`config.mk`:
```
export PLATFORM = sky130hd
export DESIGN_NAME = clk_gate_ctrl
export DESIGN_NICKNAME = d
export VERILOG_FILES = /design/src/rtl/clk_gate_ctrl.sv
export SDC_FILE = /design/constraint.sdc
export NUM_CORES = 1
export LEC_CHECK = 0
export ABC_AREA = 1
export BUFFER_PORTS_ARGS = -buffer_cell sky130_fd_sc_hd__buf_2
export CAP_MARGIN = 20
export CORE_ASPECT_RATIO = 1.2
export CORE_MARGIN = 4
export CORE_UTILIZATION = 30
export DETAILED_ROUTE_END_ITERATION = 6
export PLACE_DENSITY = 0.45
export SYNTH_ARGS = -nofsm -noshare
export SYNTH_HDL_FRONTEND = slang
export SYNTH_SLANG_ARGS = --single-unit
export TNS_END_PERCENT = 30
```
`constraint.sdc`:
```
create_clock -name i_clk -period 2 [get_ports i_clk]
set_input_delay 0.4 -clock i_clk [delete_from_list [all_inputs] [get_ports i_clk]]
set_output_delay 0.4 -clock i_clk [all_outputs]
set_load 0.05 [all_outputs]
```
`src/rtl/clk_gate_ctrl.sv`:
```
// clk_gate_ctrl: idle-detecting enable controller for a latch-based clock gate.
// Removes the gated clock after IDLE_CYCLES consecutive idle samples and
// restores it on activity, acknowledging once WAKE_CYCLES stable cycles pass.
// Optional feature macro: CLK_GATE_CTRL_FORCE_ON_EN adds the i_force_on override.
module clk_gate_ctrl #(
    parameter int IDLE_CYCLES = 16,
    parameter int WAKE_CYCLES = 2
) (
    input  logic       i_clk,
    input  logic       i_rst,
    input  logic       i_busy,
    input  logic       i_wake_req,
`ifdef CLK_GATE_CTRL_FORCE_ON_EN
    input  logic       i_force_on,
`endif
    output logic       o_clk_en,
    output logic       o_wake_ack,
    output logic [1:0] o_state
);

    localparam int IDLE_W = $clog2(IDLE_CYCLES + 1);
    localparam int WAKE_W = $clog2(WAKE_CYCLES + 1);

    localparam logic [IDLE_W-1:0] IDLE_LAST = IDLE_W'(IDLE_CYCLES - 1);
    localparam logic [IDLE_W-1:0] IDLE_ONE  = IDLE_W'(1);
    localparam logic [WAKE_W-1:0] WAKE_LAST = WAKE_W'(WAKE_CYCLES - 1);
    localparam logic [WAKE_W-1:0] WAKE_ONE  = WAKE_W'(1);

    typedef enum logic [1:0] {
        ST_RUN   = 2'b00,
        ST_WAKE  = 2'b01,
        ST_GATED = 2'b10
    } state_t;

    state_t             state_r;
    state_t             state_next_s;
    logic [IDLE_W-1:0]  idle_cnt_r;
    logic [IDLE_W-1:0]  idle_cnt_next_s;
    logic [WAKE_W-1:0]  wake_cnt_r;
    logic [WAKE_W-1:0]  wake_cnt_next_s;
    logic               clk_en_r;
    logic               clk_en_next_s;
    logic               wake_ack_r;
    logic               wake_ack_next_s;
    logic               force_s;
    logic               active_s;

`ifdef CLK_GATE_CTRL_FORCE_ON_EN
    assign force_s = i_force_on;
`else
    assign force_s = 1'b0;
`endif

    assign active_s = i_busy | i_wake_req | force_s;

    // Next-state, counter and output decode; outputs follow the next state so
    // the registered versions change together with the state.
    always_comb begin
        state_next_s    = state_r;
        idle_cnt_next_s = idle_cnt_r;
        wake_cnt_next_s = wake_cnt_r;
        case (state_r)
            ST_RUN: begin
                if (active_s) begin
                    idle_cnt_next_s = {IDLE_W{1'b0}};
                end else if (idle_cnt_r == IDLE_LAST) begin
                    state_next_s    = ST_GATED;
                    idle_cnt_next_s = {IDLE_W{1'b0}};
                end else begin
                    idle_cnt_next_s = idle_cnt_r + IDLE_ONE;
                end
            end
            ST_GATED: begin
                if (active_s) begin
                    state_next_s    = ST_WAKE;
                    wake_cnt_next_s = {WAKE_W{1'b0}};
                end else begin
                    state_next_s    = ST_GATED;
                end
            end
            ST_WAKE: begin
                // Wake always runs to completion regardless of the inputs.
                if (wake_cnt_r == WAKE_LAST) begin
                    state_next_s    = ST_RUN;
                    wake_cnt_next_s = {WAKE_W{1'b0}};
                end else begin
                    wake_cnt_next_s = wake_cnt_r + WAKE_ONE;
                end
            end
            default: begin
                // Unreachable encoding: recover to the clock-on state.
                state_next_s    = ST_RUN;
                idle_cnt_next_s = {IDLE_W{1'b0}};
                wake_cnt_next_s = {WAKE_W{1'b0}};
            end
        endcase

        clk_en_next_s   = (state_next_s != ST_GATED);
        wake_ack_next_s = (state_next_s == ST_RUN);
    end

    // State, counters and registered outputs; reset forces the clock on at once.
    always_ff @(posedge i_clk or posedge i_rst) begin
        if (i_rst) begin
            state_r    <= ST_RUN;
            idle_cnt_r <= {IDLE_W{1'b0}};
            wake_cnt_r <= {WAKE_W{1'b0}};
            clk_en_r   <= 1'b1;
            wake_ack_r <= 1'b1;
        end else begin
            state_r    <= state_next_s;
            idle_cnt_r <= idle_cnt_next_s;
            wake_cnt_r <= wake_cnt_next_s;
            clk_en_r   <= clk_en_next_s;
            wake_ack_r <= wake_ack_next_s;
        end
    end

    assign o_clk_en   = clk_en_r;
    assign o_wake_ack = wake_ack_r;
    assign o_state    = state_r;

endmodule

```
== Yosys cells after proc, flatten, opt, wreduce, memory -nomap -nowiden ==
Index checks and enable logic that the tools add are counted.

* Input port bits: 4
* Register bits after elaboration: 11
* Output and inout bits: 4
* Logic and storage cells: 30

* Eq/ne operators: 6
* Reduce and logical (&&, ||, !) cells: 4
* Multiplexer cells: 11
* Bitwise gates (word level): 2
* $add $sub $neg: 2

{| class="wikitable"
|+ Operators with widths
! cell !! count
|-
| 2-bit 2-to-1 mux || 6
|-
| 2-bit case mux with 3 select lines || 2
|-
| 5-bit 2-to-1 mux || 2
|-
| 5-bit case mux with 2 select lines || 1
|-
| 5-bit by 1-bit adder with 5-bit output, second input constant || 1
|-
| 5-bit by 4-bit == test with 1-bit output, second input constant || 1
|-
| 2-bit by 1-bit == test with 1-bit output, second input constant || 2
|-
| 2-bit zero test || 2
|-
| 2-bit inequality test, second input constant || 2
|-
| 2-bit by 1-bit adder with 2-bit output, second input constant || 1
|-
| 2-bit == test, second input constant || 1
|-
| 2-bit AND reduction || 1
|-
| 2-bit OR reduction || 1
|-
| 1-bit NOT || 1
|-
| 1-bit bitwise OR || 1
|}

== Longest topological paths before layout ==
Gate-level depths: netlist (run 1).

* Depth after elaboration: 5
* Gate-level depth with buffers: 8
* Depth with buffers taken out: 8

== Worst setup path after synthesis (run 1) ==
No wires, ideal clock.

* Kind: reg2reg
* From: register state_r[0], in the netlist o_state[0]
* To: register idle_cnt_r[3]
* Buffers on the path: 0
* Setup time: 0.119 ns
* Data required time: 1.881 ns
* Clock period less this slack: 1.655 ns
* Arrival time: 1.536 ns
* Stages on the path, launching flop included: 7
* Slack: 0.345 ns
* Cells stage by stage: dfrtp_1 -> inv_1 -> ha_1 -> inv_1 -> nand4_1 -> xor2_1 -> nor2_1

* Longest elaborated chain between the ends: 3
* Elaborated cells between the ends (all ways): 5
* Those cells by class: eq/ne: 2; mux: 1; reduce/logical: 2

{| class="wikitable"
|+ Ends and longest elaborated chain
! element !! RTL line !! source
|-
| start, declared || 35 || <nowiki>state_t state_r;</nowiki>
|-
| start signal, assigned || 111 || <nowiki>state_r <= state_next_s;</nowiki>
|-
| 2-bit by 1-bit == test with 1-bit output or 2-bit == test (tied branches) || 62 || <nowiki>case (state_r)</nowiki>
|-
| 2-bit OR reduction (no source line) || - ||
|-
| 5-bit case mux with 2 select lines || 62 ||
|-
| end signal, assigned || 106 || <nowiki>idle_cnt_r <= {IDLE_W{1'b0}};</nowiki>
|-
| end signal, assigned || 112 || <nowiki>idle_cnt_r <= idle_cnt_next_s;</nowiki>
|-
| end, declared || 37 || <nowiki>logic [IDLE_W-1:0] idle_cnt_r;</nowiki>
|}

Parallel ways exist; a longest one is shown, timed or not.
A chain may end at the register's enable or synchronous reset.

== Final worst setup path (run 1) ==
Same ends and word-level chain as after synthesis.

==> impl_results.md, run 1 <==
- Status: finished, final reports clean
- Most common library cells after synthesis: inv_1 (14), nand2_1 (12), dfrtp_1 (9), a21oi_1 (8), ha_1 (5)
- Pint: between 0.3 and 0.4 mW
- Die W: approximately 50 um
- Cell taking the most area after synthesis: dfrtp_1
- Detail Placement HPWL: just over 800 um
- Ys async rst share: between 90% and 100%
- Via/cell ratio: between 4 and 5
- R2R cell count: 6
- Fmax achieved: 686 MHz
- Dpl ws: ~0.55 ns
- CTS resizes: 0
- Post-route DRC: 0
- Max Slew Vio Count: 0
- Die H: around 58 um
- Switching power: between 0.09 and 0.1 mW
- Antenna-violating nets left: 0
- First-pass GRT wire length: 1.90 mm
- Mapped Cells: 70
- 1st-pass router iterations: 2
- Post-route setup TNS: 0 ns
- Syn_nets: 79
- Area of the die: ~0.0029 mm^2
- Syn Area/Cell: approximately 8.8 um^2
- Top-level port count: 8
- CTS H-tree depth: 1
- Most frequent cell after synthesis: inv_1
- Final hold violations: 0
- RR Startpoint: o_state[0]$_DFF_PP0_
- Vias: 460
- Clock Tree Root: clkbuf_4
- Final Wtd Congestion: 0.755
- Synth Warn #: 0
- Mapped Area: a little over 600 um^2
- Site Rows: 17
- Top FF cell, synth: dfrtp_1
- Layout cell share with drive strength beyond 1: between 20% and 30%
- Worst EP required: ~2.2 ns
- Final Power: 0.406 mW
- Register area share after synthesis: roughly 45%
- Switching share of power: between 20% and 30%
- Netlist cell types: 19
- VDD IR max: roughly 0.38 mV
- Period minus WS final: roughly 1.5 ns
- Latest clock arrival within the worst-skew pair: 0.27 ns
- MaxCap Viol Count: 0
- Clk sinks: 11
- Slew margin rel.: between 70% and 80%
- Pleak: ~0.34 nW
- Clock transition at path regs: approximately 0.080 ns
- Count of nets after finishing: between 90 and 100
- Clk pwr share: around two fifths
- GRT Resource Usage Total: between 8 and 9%
- Sequential power share: 55.7%
- Hold slack final: between 0.1 and 0.15 ns
- Post-CTS Setup Bufs: 0
- Setup slack after layout: 0.543 ns
- R2R setup slack: between 0.5 and 0.6 ns
- Clock skew: a little under 0.01 ns
- Crit path max fanout: 6
- Post-Route WL: 1.07 mm
- Starting Density: about a third
- Clock Tree Buf Depth: 2
- Critical setup path kind: register to register
- CTS tree: built
- DR WL/cell: roughly 11 um
- CP Capture Type: register
- Area Overhead vs Synth: 13.8%
- # diodes: 0
- Port-buffer cells: 7
- Type of origin of the critical path: register
- Initial antenna violation count: 0
- CTS Buf Count: 3
- Power density over cell area: around 580 mW/mm^2
- Initial drt markers: 3
- Final Cycle Share: approximately 73%
- Flops & latches, synth: 11
- Top cell type's share of synthesized area: 36.4%
- Total gr overflow: 0
- Combinational Power Share: 4.6%
- Arrival time of the worst setup path: between 1.5 and 2 ns
- RSZ-0062 raised after global routing: false
- Finish-stage setup viols: 0
- Number of global-route vias before repair: 449
- Largest net degree at the start of global routing: 12
- Class of the worst hold path: primary input to async pin
- Slew at the pin closest to its max-slew limit: roughly 0.43 ns
- Top cells by area, synth: dfrtp_1 (36%), ha_1 (10%), dfstp_2 (8.5%), inv_1 (8.5%), nand2_1 (7.3%)
- Core area: approximately 0.0019 mm^2
- Post-synth EDFFs: 0
- Hold_buf cts: 0
- RR Endpoint: idle_cnt_r[3]$_DFFE_PP0N_
## power by group through the flow
stage	logic (mW)	clock network, mW	registers (mW)
floorplan	0.0115	0	0.230
detailed placement	0.0196	0	0.230
CTS	0.0198	0.163	0.226
global placement	0.0199	0	0.230
finish	0.0188	0.161	0.226
global route	0.0221	0.171	0.226
## critical path: stages (launching register included)
cell,delay [ns]
dfrtp_1,0.45
inv_1,0.10
ha_1,0.33
inv_1,0.16
nand4_1,0.12
xor2_1,0.15
nor2_1,0.05
## area by class of cell
cell class | count | area [um^2]
fillers | 190 | 1190
multi-input cells | 45 | 288
flip-flops and latches | 11 | 278
inverters | 14 | 52.6
repair buffers | 7 | 35.0
clock buffers | 4 | 26.3
well taps | 19 | 23.8
## worst max-delay path by stage
stage / startpoint / end / slack (ns) / cells past startpoint
after global placement: o_state[0]$_DFF_PP0_ / idle_cnt_r[3]$_DFFE_PP0N_ / 0.51 / 6
after floorplan: o_state[0]$_DFF_PP0_ / idle_cnt_r[3]$_DFFE_PP0N_ / 0.35 / 6
final: o_state[0]$_DFF_PP0_ / idle_cnt_r[3]$_DFFE_PP0N_ / 0.54 / 6
after CTS: o_state[0]$_DFF_PP0_ / idle_cnt_r[3]$_DFFE_PP0N_ / 0.52 / 6
after detailed placement: o_state[0]$_DFF_PP0_ / idle_cnt_r[3]$_DFFE_PP0N_ / 0.55 / 6
after global routing: o_state[0]$_DFF_PP0_ / idle_cnt_r[3]$_DFFE_PP0N_ / 0.38 / 6
## metal layers
layer / global-route usage (%) / vias up / wire (um)
li1: - / 243 / -
met1: 9.65 / 209 / 484
met2: 15.1 / 6 / 528
met3: 3.86 / 2 / 44
met4: 2.37 / 0 / 10
met5: 0 / - / 0
## cell usage in the layout, fill, tap and decap left out, types with 2 or more instances in the layout
master    Yosys  layout
inv_1        14      14
nand2_1      12      12
dfrtp_1       9       9
a21oi_1       8       8
buf_2         0       7
ha_1          5       5
nand2_2       3       3
nand3_1       3       3
o21ai_0       3       3
clkbuf_4      0       3
nor2_1        2       2
dfstp_2       2       2
## flip-flops by register name, summed over array words and instances, names as in the netlist
register,count
o_state,2
o_clk_en,1
wake_cnt_r,2
idle_cnt_r,5
o_wake_ack,1
## cells by family after synthesis
family	count (synthesis)	share of synthesized area, %
compound gates	12	10.1
xor+xnor	1	1.42
fa+ha+maj	5	10.1
buf+inv	14	8.50
flops	11	44.9
mux	1	1.62
simple gates	26	23.3
## stage by stage
step	utilization [%]	cell area, um^2	instances
2_1_floorplan	-	618	70
3_3_place_gp	35.8	677	96
3_5_place_dp	35.8	677	96
4_1_cts	37.1	703	100
5_1_grt	37.1	703	100
6_report	37.1	703	100
(Power assumes the default switching activity.)
==> run 2, diff against run 1 <==
ABC_AREA = 0   (was 1)
clock period = 1.5 ns   (was 2 ns; I/O delays follow)
==> run 2 against run 1 <==
Compared with the run above: the flow now finishes with violations (setup timing); hold slack worse by 0.077 ns; cell area is 12% higher; core utilization is 6.0 points higher; count of clock-buffer cells in the layout stayed put; critical path depth is 1 lower; sequential power is 80% higher.
==> impl_results.md, run 2 <==
- Post-route DRC: 0
- Synth Area in XOR/XNOR: 0%
- Mapped Cells: 57
- Placed insts: 92
- RR Startpoint: o_state[1]$_DFF_PP0_
- Latest clock arrival within the worst-skew pair: approximately 0.27 ns
- Most frequent cells in the layout: buf_4 (12), nand2_1 (7), dfrtp_1 (7), buf_2 (7)
- Status: finished, violations left
- Critical setup path kind: register to register
- Slew margin rel.: between 60% and 70%
- Ys async rst share: 100%
- Post-Route WL: 1.26 mm
- Crit path max fanout: 2
- CP Capture Type: register
- Most frequent cell after synthesis: dfrtp_1
- Hold slack final: 0.0250 ns
- Post-synth EDFFs: 0
- CTS H-tree depth: 1
- Clock Tree Root: clkbuf_4
- Area of the multi-input gates: about 320 um^2
- MaxCap Viol Count: 0
- Clock Tree Buf Depth: 2
- Storage cell area: roughly 280 um^2
- Cell area after layout: 790 um^2
- CTS Buf Count: 3
- Count of nets after finishing: 88
- Period minus WS final: between 1.5 and 2 ns
- Final Core Density: around 43%
- Non-filler cells, final: 97
- Largest net degree at the start of global routing: 12
- GRT Resource Usage Total: between 10 and 15%
- Arrival time of the worst setup path: around 1.8 ns
- Final hold violations: 0
- Syn Area/Cell: ~10 um^2
- Clk sinks: 11
- Core area: roughly 0.0018 mm^2
- Fmax achieved: around 640 MHz
- Worst EP required: approximately 1.7 ns
- Top FF cell, synth: dfrtp_1
- Final Cycle Share: 104%
- Syn_nets: 66
- Synth Warn #: 0
- CP startpoint: o_state[1]$_DFF_PP0_
- Area of the die: approximately 0.0027 mm^2
- Most common library cells after synthesis: dfrtp_1 (9), nand2_1 (7), ha_1 (5), inv_1 (4), nor2_1 (4)
- Number of global-route vias before repair: 495
- Fillers: 189
- Via/cell ratio: a little over 5
- Antenna-violating nets left: 0
- Slew at the pin closest to its max-slew limit: about 0.45 ns
- Initial antenna violation count: 0
- Detail Placement HPWL: approximately 910 um
- Max FFs per register: 5
- Starting Density: a little under a third
- 1st-pass router iterations: 3
- Class of the worst hold path: primary input to async pin
- VDD IR max: just under 0.9 mV
- First-pass GRT wire length: approximately 2.1 mm
- Total gr overflow: 0
- Mapped Area: approximately 580 um^2
- Register area share after synthesis: between 40% and 50%
- Post-Place Cell Area: roughly 720 um^2
- Final Wtd Congestion: 0.683
- Commonest non-fill, non-tap cell in the layout: buf_4
- Site Rows: 17
- Clock transition at path regs: around 0.070 ns
- Synth Area in Compound Gates: ~18%
- Type of origin of the critical path: register
- Clock skew: between 0.0015 and 0.002 ns
- Netlist cell types: 24
- Layout cell share with drive strength beyond 1: between 40% and 50%
- Port-buffer cells: 7
- Finish-stage setup viols: 1
- CTS tree: built
- Pleak: around 0.37 nW
- RSZ-0062 raised after global routing: true
- Die W: ~48 um
- Top cells by area, synth: dfrtp_1 (39%), ha_1 (11%), dfstp_2 (9.1%), nand2_1 (4.6%), a31oi_1 (3.3%)
- Top reg by flops: idle_cnt_r
- Area Overhead vs Synth: 37.2%
- DR WL/cell: 13.0 um
- Failing checks: setup timing
- Cell taking the most area after synthesis: dfrtp_1
- Top cell type's share of synthesized area: 39.1%
- Largest family of logic cells by synthesized area: compound AO/OA/AOI/OAI gates
- Post-synthesis mux area share: under 10%
- Initial drt markers: 6
- Flops & latches, synth: 11
- Setup slack after layout: -0.0543 ns
- Vias: between 400 and 500
- Power density over cell area: between 1500 and 2000 mW/mm^2
- Die H: between 50 and 60 um
- # diodes: 0
- Hold_buf cts: 0
- Top-level port count: 8
- Max Slew Vio Count: 0
- Area fraction in and, or, nand and nor cells after synthesis: between 15 and 20%
- Adder-cell share of the synthesized area: 10.9%
run 2: cell count changes in the layout (fill, tap and decap cells not counted), moves of 3 or more:
cell / previous run / this run
a21oi_1: 8 / 2
buf_4: 0 / 12
ha_1: 5 / 2
inv_1: 14 / 2
nand2_1: 12 / 7
nand2_2: 3 / 0
run 2: critical path: stages, from the launching register on:
cell     delay (ns)
dfrtp_2        0.42
inv_2          0.08
ha_4           0.12
or3b_1         0.35
or4b_1         0.46
nand2_1        0.07
run 2: per-stage QoR:
step / setup slack (ns) / TNS (ns) / total power, mW
2_1_floorplan: -0.313 / -0.559 / 0.864
3_3_place_gp: -0.0149 / -0.0149 / 1.08
3_5_place_dp: -0.0343 / -0.0343 / 1.08
4_1_cts: -0.0531 / -0.0531 / 1.31
5_1_grt: -0.101 / -0.232 / 1.46
6_report: -0.0543 / -0.0543 / 1.33
run 2: area by class of cell:
type,instances,area share [%]
multi-input cells,40,40.4
flip-flops and latches,11,35.5
repair buffers,19,15.8
clock buffers,4,3.33
well taps,19,3.01
inverters,4,1.90
run 2: timing repair:
action	CTS	global route
pin swaps	0	3
gates cloned	0	0
endpoints found under the setup margin	1	7
resized for setup	0	8
buffers inserted	1	0
run 2: worst paths after layout:
check | end | slack, ns | depth (start not counted)
max in group asynchronous | o_wake_ack$_DFF_PP1_ | 1.14 | 2
min | idle_cnt_r[3]$_DFFE_PP0N_ | 0.03 | 2
min in group i_clk | o_state[1]$_DFF_PP0_ | 0.39 | 4
min reg2reg | idle_cnt_r[4]$_DFFE_PP0N_ | 0.49 | 1
max reg2reg | idle_cnt_r[2]$_DFFE_PP0N_ | -0.05 | 5
max | idle_cnt_r[2]$_DFFE_PP0N_ | -0.05 | 5
run 2: cell families (layout without fill, tap and decap cells):
logic type / Yosys count / count (layout)
buffers and inverters: 6 / 27
AOI/OAI and AO/OA: 15 / 15
adders and majority gates: 5 / 5
and+or+nand+nor: 19 / 19
DFF: 11 / 11
muxes: 1 / 1
run 2: where the power goes:
part	internal, mW	switching, mW	leakage, nW
registers	0.376	0.0297	0.142
logic	0.296	0.429	0.215
clock network	0.103	0.102	0.0150
total	0.775	0.560	0.372
run 2: metal layers:
metal | routed length [um] | vias to the layer above | part of all wire [%] | global-route usage, %
met5 | 0 | - | 0 | 0
met4 | 6 | 0 | 0.48 | 6.92
met3 | 29 | 2 | 2.3 | 2.91
met2 | 683 | 5 | 54 | 16.4
met1 | 540 | 238 | 43 | 13.7
li1 | - | 249 | - | -
==> run 3, diff against run 2 <==
SKIP_CTS_REPAIR_TIMING = 1   (was default)
==> run 3 against run 2 <==
Compared with the run above: the run still ends with setup timing left; die area is the same; clock skew is essentially flat; combinational power shrank 5.2%; highest routed layer unchanged.
==> impl_results.md, run 3 (same netlist as run 2, synthesis figures left out) <==
- Status: finished, violations left
- Failing checks: setup timing
- Vias: approximately 490
- Die W: between 40 and 50 um
- MaxCap Viol Count: 0
- Clk pwr share: 16.0%
- Starting Density: 31.5%
- Top reg by flops: idle_cnt_r
- Final Wtd Congestion: approximately 0.7
- VDD IR max: roughly 0.89 mV
- Fmax achieved: ~650 MHz
- Total gr overflow: 0
- Die H: between 50 and 60 um
- CP startpoint: o_state[1]$_DFF_PP0_
- Clock skew: 0.00151 ns
- Via/cell ratio: slightly above 5
- Final Cycle Share: 103%
- Commonest non-fill, non-tap cell in the layout: buf_4
- Period minus WS final: 1.55 ns
- Initial drt markers: 6
- Clock Tree Buf Depth: 2
- Post-route DRC: 0
- Class of the worst hold path: primary input to async pin
- Most frequent cells in the layout: buf_4 (11), nand2_1 (7), dfrtp_1 (7), buf_2 (7), ha_1 (4)
- Worst EP required: about 1.7 ns
- Finish-stage setup viols: 1
- Slew at the pin closest to its max-slew limit: 0.454 ns
- Final hold violations: 0
- # diodes: 0
- Slew margin rel.: between 60 and 70%
- CP Cell Sequence: inv_2 > ha_4 > or3b_1 > or4b_1 > nand2_1
- Post-Route WL: around 1.2 mm
- Largest stage delay, worst path: 0.46 ns
- Switching power: ~0.54 mW
- Port-buffer cells: 7
- Critical setup path kind: register to register
- Combinational Power Share: between 50% and 60%
- Fillers: about 190
- Number of global-route vias before repair: between 400 and 500
- CTS Buf Count: 3
- Area Overhead vs Synth: 32.4%
- Crit path max fanout: 2
- Switching share of power: a little over two fifths
- Initial antenna violation count: 0
- Sequential power share: 31.1%
- RR Startpoint: o_state[1]$_DFF_PP0_
- CP Capture Type: register
- Buf/Inv on CP: 1
- Post-Place Cell Area: 722 um^2
- Top-level port count: 8
- Pleak: 0.370 nW
- CTS tree: built
- Arrival time of the worst setup path: approximately 1.8 ns
- Most Crowded Layer GR: met2
- Cell area after layout: between 700 and 800 um^2
- RSZ-0062 raised after global routing: true
- DR WL/cell: approximately 13 um
- Count of nets after finishing: 87
- Pint: ~0.75 mW
- Clock Tree Root: clkbuf_4
- Latest clock arrival within the worst-skew pair: approximately 0.27 ns
- Site Rows: 17
- Met1 usage: between 10 and 15%
- Layout cell share with drive strength beyond 1: between 40% and 50%
- Crit-path leading delay family: simple AND/OR/NAND/NOR gates
- Max Slew Vio Count: 0
- Power density over cell area: roughly 1700 mW/mm^2
- Clk sinks: 11
- Setup slack after layout: -0.0477 ns
- Largest net degree at the start of global routing: 12
- Post-route setup TNS: -0.0477 ns
- GRT Resource Usage Total: approximately 11%
- Antenna-violating nets left: 0
- CP max-delay cell: or4b_1
- Detail Placement HPWL: around 910 um
- Area of the die: about 0.0027 mm^2
- Max FFs per register: 5
- Type of origin of the critical path: register
- Met3 usage: 2.91%
- CTS H-tree depth: 1
- GRT met2 Usage: between 10% and 20%
- First-pass GRT wire length: 2.09 mm
- Clock transition at path regs: ~0.070 ns
- 1st-pass router iterations: 4
- Core area: 0.00183 mm^2
## run 3: through the flow
| stage | hold WS, ns | utilization (%) | worst slack (ns) | std cells | power, mW |
|---|---|---|---|---|---|
| 2_1_floorplan | 0.151 | - | -0.313 | 57 | 0.864 |
| 3_3_place_gp | 0.329 | 39.5 | -0.0149 | 92 | 1.08 |
| 3_5_place_dp | 0.332 | 39.5 | -0.0343 | 92 | 1.08 |
| 4_1_cts | 0.0273 | 40.9 | -0.0546 | 96 | 1.30 |
| 5_1_grt | 0.0442 | 41.7 | -0.103 | 96 | 1.42 |
| 6_report | 0.0203 | 41.7 | -0.0477 | 96 | 1.30 |
## run 3: worst reg2reg max path: cells and delay by family (launching register included)
kind	cells	cell delay, ns
buffers and inverters	1	0.08
DFF	1	0.41
and+or+nand+nor	3	0.88
adders and majority gates	1	0.12
## run 3: final timing paths
path,slack [ns],end,cells after the start
worst min-delay path,0.02,idle_cnt_r[3]$_DFFE_PP0N_,2
worst max register to register,-0.05,idle_cnt_r[2]$_DFFE_PP0N_,5
max in group asynchronous,1.14,o_wake_ack$_DFF_PP1_,2
min in group i_clk,0.40,o_state[1]$_DFF_PP0_,4
worst min register to register,0.49,idle_cnt_r[4]$_DFFE_PP0N_,1
worst max-delay path,-0.05,idle_cnt_r[2]$_DFFE_PP0N_,5
## run 3: layout make-up
type                       instances  area, um^2  share of cell area (%)
tap                               19        23.8                    3.12
timing repair buffer              18         118                    15.4
clock buffer                       4        26.3                    3.45
sequential                        11         280                    36.8
inverter                           4        15.0                    1.97
multi-input combinational         40         299                    39.2
## run 3: metal layers
metal	routed length [um]	vias to the layer above
met5	0	-
met4	35	0
met3	32	5
met2	635	8
met1	526	228
li1	-	245
## run 3: power groups by stage
stage          Clock [mW]  Combinational (mW)  Sequential [mW]
6_report            0.208               0.687            0.404
5_1_grt             0.238               0.763            0.417
4_1_cts             0.223               0.672            0.405
3_5_place_dp            0               0.669            0.410
3_3_place_gp            0               0.674            0.409
2_1_floorplan           0               0.313            0.551
